### config.mk
export PLATFORM = sky130hd
export DESIGN_NAME = uart_tx_fifo
export DESIGN_NICKNAME = d
export VERILOG_FILES = /design/src/rtl/uart_pkg.sv /design/src/rtl/sync_fifo.sv /design/src/rtl/uart_tx_fifo.sv
export SDC_FILE = /design/constraint.sdc
export NUM_CORES = 1
export LEC_CHECK = 0
export CAP_MARGIN = 10
export CORE_ASPECT_RATIO = 1.1
export CORE_MARGIN = 2
export CORE_UTILIZATION = 51
export CTS_BUF_LIST = sky130_fd_sc_hd__clkbuf_2 sky130_fd_sc_hd__clkbuf_4 sky130_fd_sc_hd__clkbuf_8
export DETAILED_ROUTE_END_ITERATION = 10
export HOLD_SLACK_MARGIN = 0.08
export PLACE_DENSITY_LB_ADDON = 0.15
export SETUP_SLACK_MARGIN = 0.02
export SLEW_MARGIN = 15
export SYNTH_ARGS = -nofsm -noshare
export SYNTH_HDL_FRONTEND = slang
export SYNTH_SLANG_ARGS = --single-unit
### constraint.sdc
create_clock -name clk -period 3.5 [get_ports clk]
set_input_delay 0.7 -clock clk [delete_from_list [all_inputs] [get_ports clk]]
set_output_delay 0.7 -clock clk [all_outputs]
set_load 0.01 [all_outputs]
### src/rtl/uart_pkg.sv
// uart_pkg: shared UART constants and serializer state encoding.
package uart_pkg;
    localparam int CLKS_PER_BIT_DEF = 434;
    localparam int FIFO_DEPTH_DEF = 16;
    localparam int DATA_BITS = 8;
    typedef enum logic [1:0] {IDLE, START, DATA, STOP} uart_state_e;
endpackage

### src/rtl/sync_fifo.sv
// sync_fifo: single-clock FIFO with registered full/empty/count flags.
module sync_fifo #(
    parameter int WIDTH = 8,
    parameter int DEPTH = 16,
    parameter int AW = $clog2(DEPTH)
) (
    input  logic             clk,
    input  logic             rst,
    input  logic             push_i,
    input  logic             pop_i,
    input  logic [WIDTH-1:0] data_i,
    output logic [WIDTH-1:0] data_o,
    output logic             full_o,
    output logic             empty_o,
    output logic [AW:0]      count_o
);
    logic [WIDTH-1:0] mem_q [DEPTH];
    logic [AW-1:0] wr_ptr_q, rd_ptr_q;
    logic [AW:0] count_q, count_d;
    logic full_q, empty_q, do_push, do_pop;
    // A push into a full FIFO is dropped even when a pop happens the same cycle.
    always_comb begin
        do_push = push_i && !full_q;
        do_pop = pop_i && !empty_q;
        count_d = (do_push && !do_pop) ? count_q + 1'b1 :
                  (!do_push && do_pop) ? count_q - 1'b1 : count_q;
    end
    always_ff @(posedge clk) begin
        if (rst) begin
            wr_ptr_q <= '0;
            rd_ptr_q <= '0;
            count_q <= '0;
            full_q <= 1'b0;
            empty_q <= 1'b1;
        end else begin
            wr_ptr_q <= wr_ptr_q + AW'(do_push);
            rd_ptr_q <= rd_ptr_q + AW'(do_pop);
            count_q <= count_d;
            full_q <= count_d == (AW+1)'(DEPTH);
            empty_q <= count_d == '0;
        end
    end
    always_ff @(posedge clk) begin
        if (do_push) mem_q[wr_ptr_q] <= data_i;
    end
    assign data_o = mem_q[rd_ptr_q];
    assign full_o = full_q;
    assign empty_o = empty_q;
    assign count_o = count_q;
endmodule

### src/rtl/uart_tx_fifo.sv
// uart_tx_fifo: byte FIFO feeding an 8N1 serializer with registered line outputs.
module uart_tx_fifo
    import uart_pkg::*;
#(
    parameter int CLKS_PER_BIT = CLKS_PER_BIT_DEF,
    parameter int FIFO_DEPTH = FIFO_DEPTH_DEF,
    parameter int ADDR_W = $clog2(FIFO_DEPTH)
) (
    input  logic            clk,
    input  logic            rst,
    input  logic            wr_en,
    input  logic [7:0]      wr_data,
    output logic            full,
    output logic            empty,
    output logic [ADDR_W:0] count,
    output logic            overflow,
    output logic            tx,
    output logic            active,
    output logic            done
);
    localparam int BW = $clog2(CLKS_PER_BIT);
    uart_state_e state_q, state_d;
    logic [BW-1:0] baud_q, baud_d;
    logic [2:0] bit_q, bit_d;
    logic [7:0] shift_q, shift_d, head;
    logic pop, last, tx_q, active_q, done_q, overflow_q;
    sync_fifo #(.WIDTH(8), .DEPTH(FIFO_DEPTH), .AW(ADDR_W)) u_fifo (
        .clk(clk),
        .rst(rst),
        .push_i(wr_en),
        .pop_i(pop),
        .data_i(wr_data),
        .data_o(head),
        .full_o(full),
        .empty_o(empty),
        .count_o(count)
    );
    assign last = baud_q == BW'(CLKS_PER_BIT - 1);
    always_comb begin
        state_d = state_q;
        bit_d = bit_q;
        shift_d = shift_q;
        pop = 1'b0;
        baud_d = (state_q == IDLE || last) ? '0 : baud_q + 1'b1;
        case (state_q)
            IDLE: begin
                if (!empty) begin
                    pop = 1'b1;
                    shift_d = head;
                    state_d = START;
                end
            end
            START: begin
                if (last) begin
                    state_d = DATA;
                    bit_d = '0;
                end
            end
            DATA: begin
                if (last) begin
                    bit_d = bit_q + 3'd1;
                    state_d = (bit_q == 3'(DATA_BITS - 1)) ? STOP : DATA;
                end
            end
            STOP: begin
                // Back-to-back frames: reload straight into START with no idle bit.
                if (last) begin
                    pop = !empty;
                    shift_d = empty ? shift_q : head;
                    state_d = empty ? IDLE : START;
                end
            end
            default: state_d = IDLE;
        endcase
    end
    always_ff @(posedge clk) begin
        if (rst) begin
            state_q <= IDLE;
            baud_q <= '0;
            bit_q <= '0;
            shift_q <= '0;
            tx_q <= 1'b1;
            active_q <= 1'b0;
            done_q <= 1'b0;
            overflow_q <= 1'b0;
        end else begin
            state_q <= state_d;
            baud_q <= baud_d;
            bit_q <= bit_d;
            shift_q <= shift_d;
            tx_q <= (state_q == START) ? 1'b0 : (state_q == DATA) ? shift_q[bit_q] : 1'b1;
            active_q <= state_q != IDLE;
            done_q <= state_q == STOP && last;
            overflow_q <= overflow_q | (wr_en & full);
        end
    end
    assign tx = tx_q;
    assign active = active_q;
    assign done = done_q;
    assign overflow = overflow_q;
endmodule
==> run summary <==
Number of CTS-inserted buffers: 17
Starting Density: 51.95%
Critical path class: register to register
Clk slew on worst S/H paths: 0.10 ns
Hold Buf Count CTS: 0
Worst-Skew Late Latency: 0.45 ns
Fmax: 407.3 MHz
Mux contribution to synthesized area: 15.37%
Vias in the first global route: 3,613
Mapped Cells: 402
Total GRT Usage: 19.77%
Die Span X: 114.2 µm
ANT cells: 0
Sw Pwr: 1.406 mW
PortBufs: 21
Routability cong.: 0.8256
Wl on met1: 5.641 mm
Routed Antenna Nets: 0
Outcome: finished clean
DR vias: 3,566
Ratio of cells with drive above 1 in the final layout: 19.87%
Hold Vio Cnt, Final: 0
Synthesized area per cell: 16.93 µm²
Final Power: 5.130 mW
Crit-path slowest cell: dfxtp_2
Fill cell count: 991
Aggregate global routing overflow: 0
DR DRC count: 0
CTS Sinks: 169
Max-slew violations: 0
Largest net degree at the start of global routing: 35
Commonest non-fill, non-tap cell in the layout: edfxtp_1
Critical Path RT: 3.85 ns
Max IR drop VDD: 318.5 µV
Crit path time final: 2.455 ns
Reg2Reg Launch Point: u_fifo.rd_ptr_q[0]
Post-synth EDFFs: 128
Most frequent cells in the layout: 128 x edfxtp_1, 45 x nor2_1, 42 x mux4_2, 40 x dfxtp_1, 21 x clkdlybuf4s50_1
Sw Ratio: 27.41%
Sequential element share of the synthesized area: 68.53%
Largest family of logic cells by synthesized area: multiplexers
Mapped Area: 0.006807 mm²
Combinational power share: 22.3%
Seq. cell area: 0.004666 mm²
TritonCTS clock tree: built
Drt pass-1 iters: 4
Sequential group share of total power: 47.4%
Setup-failing EPs final: 0
Critical path fanouts, max: 19
Crit start category: register
Synth Flop Type: edfxtp_1
Root buf cell: clkbuf_8
Worst hold path type: register to register
Initial antenna violation count: 0
Synth Area in Simple Gates: 7.206%
HPWL Detailed: 8.812 mm
Die height: 125.2 µm
Origin of the worst setup path: u_fifo.rd_ptr_q[0]
Drt initial violations: 349
Period utilization: 70.15%
Synth cell types: 38
Crit path DAT: 2.80 ns
Buffers from clock root to sink, at most: 2
Worst path cell trace: buf_4 > mux4_2 > mux4_2 > mux2i_1 > nor2_1
Worst slew margin: 49.54%
Min-delay src: baud_q[0]
Final Skew: 0.01612 ns
Final net count: 461
Seq cells post-synth: 169
Cell-internal power: 3.724 mW
Adder-Cell Fraction of Synth Area: 2.757%
Lkg Pwr: 2.492 nW
Setup_tns: 0 ns
Clk pwr share: 30.3%
Synth Area in Compound Gates: 3.088%
CP endpoint kind: register
Setup bufs post-CTS: 0
Yosys Warn Count: 0
Metal3 WL: 620 µm
Htree depth: 4
Area growth from synthesis to layout: 12.78%
Slew @ Worst Pin: 0.7545 ns
Util after Layout: 58.58%
Synth Net Count: 428
Multi-input logic area: 0.002048 mm²
RSZ-0062 raised after global routing: false
Die ar.: 0.01429 mm²
Post-CTS sizing: 0
Core footprint: 0.01310 mm²
Pwr Density: 668.3 mW/mm²
# rows: 44
Wire per inst: 21.54 µm
Vias per cell: 5.856
Largest stage delay on the critical path: 0.75 ns
First-pass GRT wire length: 20.40 mm
Critical Path Most Common Cell: mux4_2
Post-synth ARST share: 0%
Met2 wire length: 6.611 mm
I/O pins: 22
Max-Cap Viols: 0
Routed WL: 13.12 mm
XOR/XNOR Fraction of Synth Area: 1.673%
Top layer in use: met4
sequential cells by signal, summed over array words and instances (netlist names):
| signal | flops |
|---|---|
| u_fifo.mem_q | 128 |
| baud_q | 9 |
| shift_q | 8 |
| u_fifo.count_o | 5 |
| u_fifo.rd_ptr_q | 4 |
| u_fifo.wr_ptr_q | 4 |
| bit_q | 3 |
| state_q | 2 |
| active | 1 |
| done | 1 |
| overflow | 1 |
| tx | 1 |
| u_fifo.empty_o | 1 |
| u_fifo.full_o | 1 |
Yosys cell counts (4+ instances only):
library cell  instances  area share [%]
edfxtp_1            128              56
or3_1                 4            0.37
nand3_1               7            0.51
mux4_2               42              14
nor2b_1               4            0.37
ha_1                 15             2.8
nor2_1               45             2.5
nor3_1                9            0.66
xor2_1                6            0.77
clkbuf_1             11            0.61
inv_1                 9            0.50
a21oi_1               6            0.44
mux2i_1              10             1.5
nand2_1              16            0.88
xnor2_1               7            0.90
dfxtp_1              41              12
o21ai_0               7            0.51
worst max-delay path, delay by kind of cell (launching register included):
family / cells / cell delay, ns
buffers and inverters: 1 / 0.35
flip-flops: 1 / 0.75
multiplexers: 3 / 1.18
AND/OR/NAND/NOR: 1 / 0.05
power groups by stage:
| stage | clock network (mW) | registers (mW) | logic [mW] |
|---|---|---|---|
| after detailed placement | 0 | 2.48 | 1.15 |
| after CTS | 1.59 | 2.44 | 1.16 |
| final | 1.55 | 2.43 | 1.14 |
| after global placement | 0 | 2.48 | 1.14 |
| after floorplan | 0 | 2.41 | 0.872 |
| after global routing | 1.66 | 2.46 | 1.25 |
final cells by class:
cell class | count | area share (%)
clock inverters | 15 | 2.901
repair buffers | 29 | 3.521
multi-input cells | 209 | 26.68
inverters | 9 | 0.4401
clock buffers | 17 | 3.048
well taps | 161 | 2.624
flip-flops and latches | 169 | 60.78
cells by family after synthesis:
logic type,after synthesis
compound gates,29
xor+xnor,13
fa+ha+maj,15
buf+inv,24
flops,169
mux,52
simple gates,100
path summary, 6_finish.rpt:
path	endpoint	slack, ns	cells after the start
setup reg to reg	shift_q[2]	1.04	5
hold reg to reg	baud_q[0]	0.48	1
hold / removal	baud_q[0]	0.48	1
setup / recovery	shift_q[2]	1.04	5
through the flow:
stage	cells	hold slack [ns]	worst slack (ns)	area, µm²
final	609	0.4757	1.045	7676
after global routing	609	0.5088	0.8516	7676
after CTS	609	0.4850	0.9746	7676
after detailed placement	577	0.4605	0.7259	7219
after global placement	577	0.4416	0.7891	7219
after floorplan	402	0.4294	1.348	6807
routing by layer:
layer	up-vias	global-route usage, %
li1	1624	-
met1	1806	25.96
met2	116	32.49
met3	20	4.605
met4	0	7.030
met5	-	0
(Power assumes the default switching activity.)
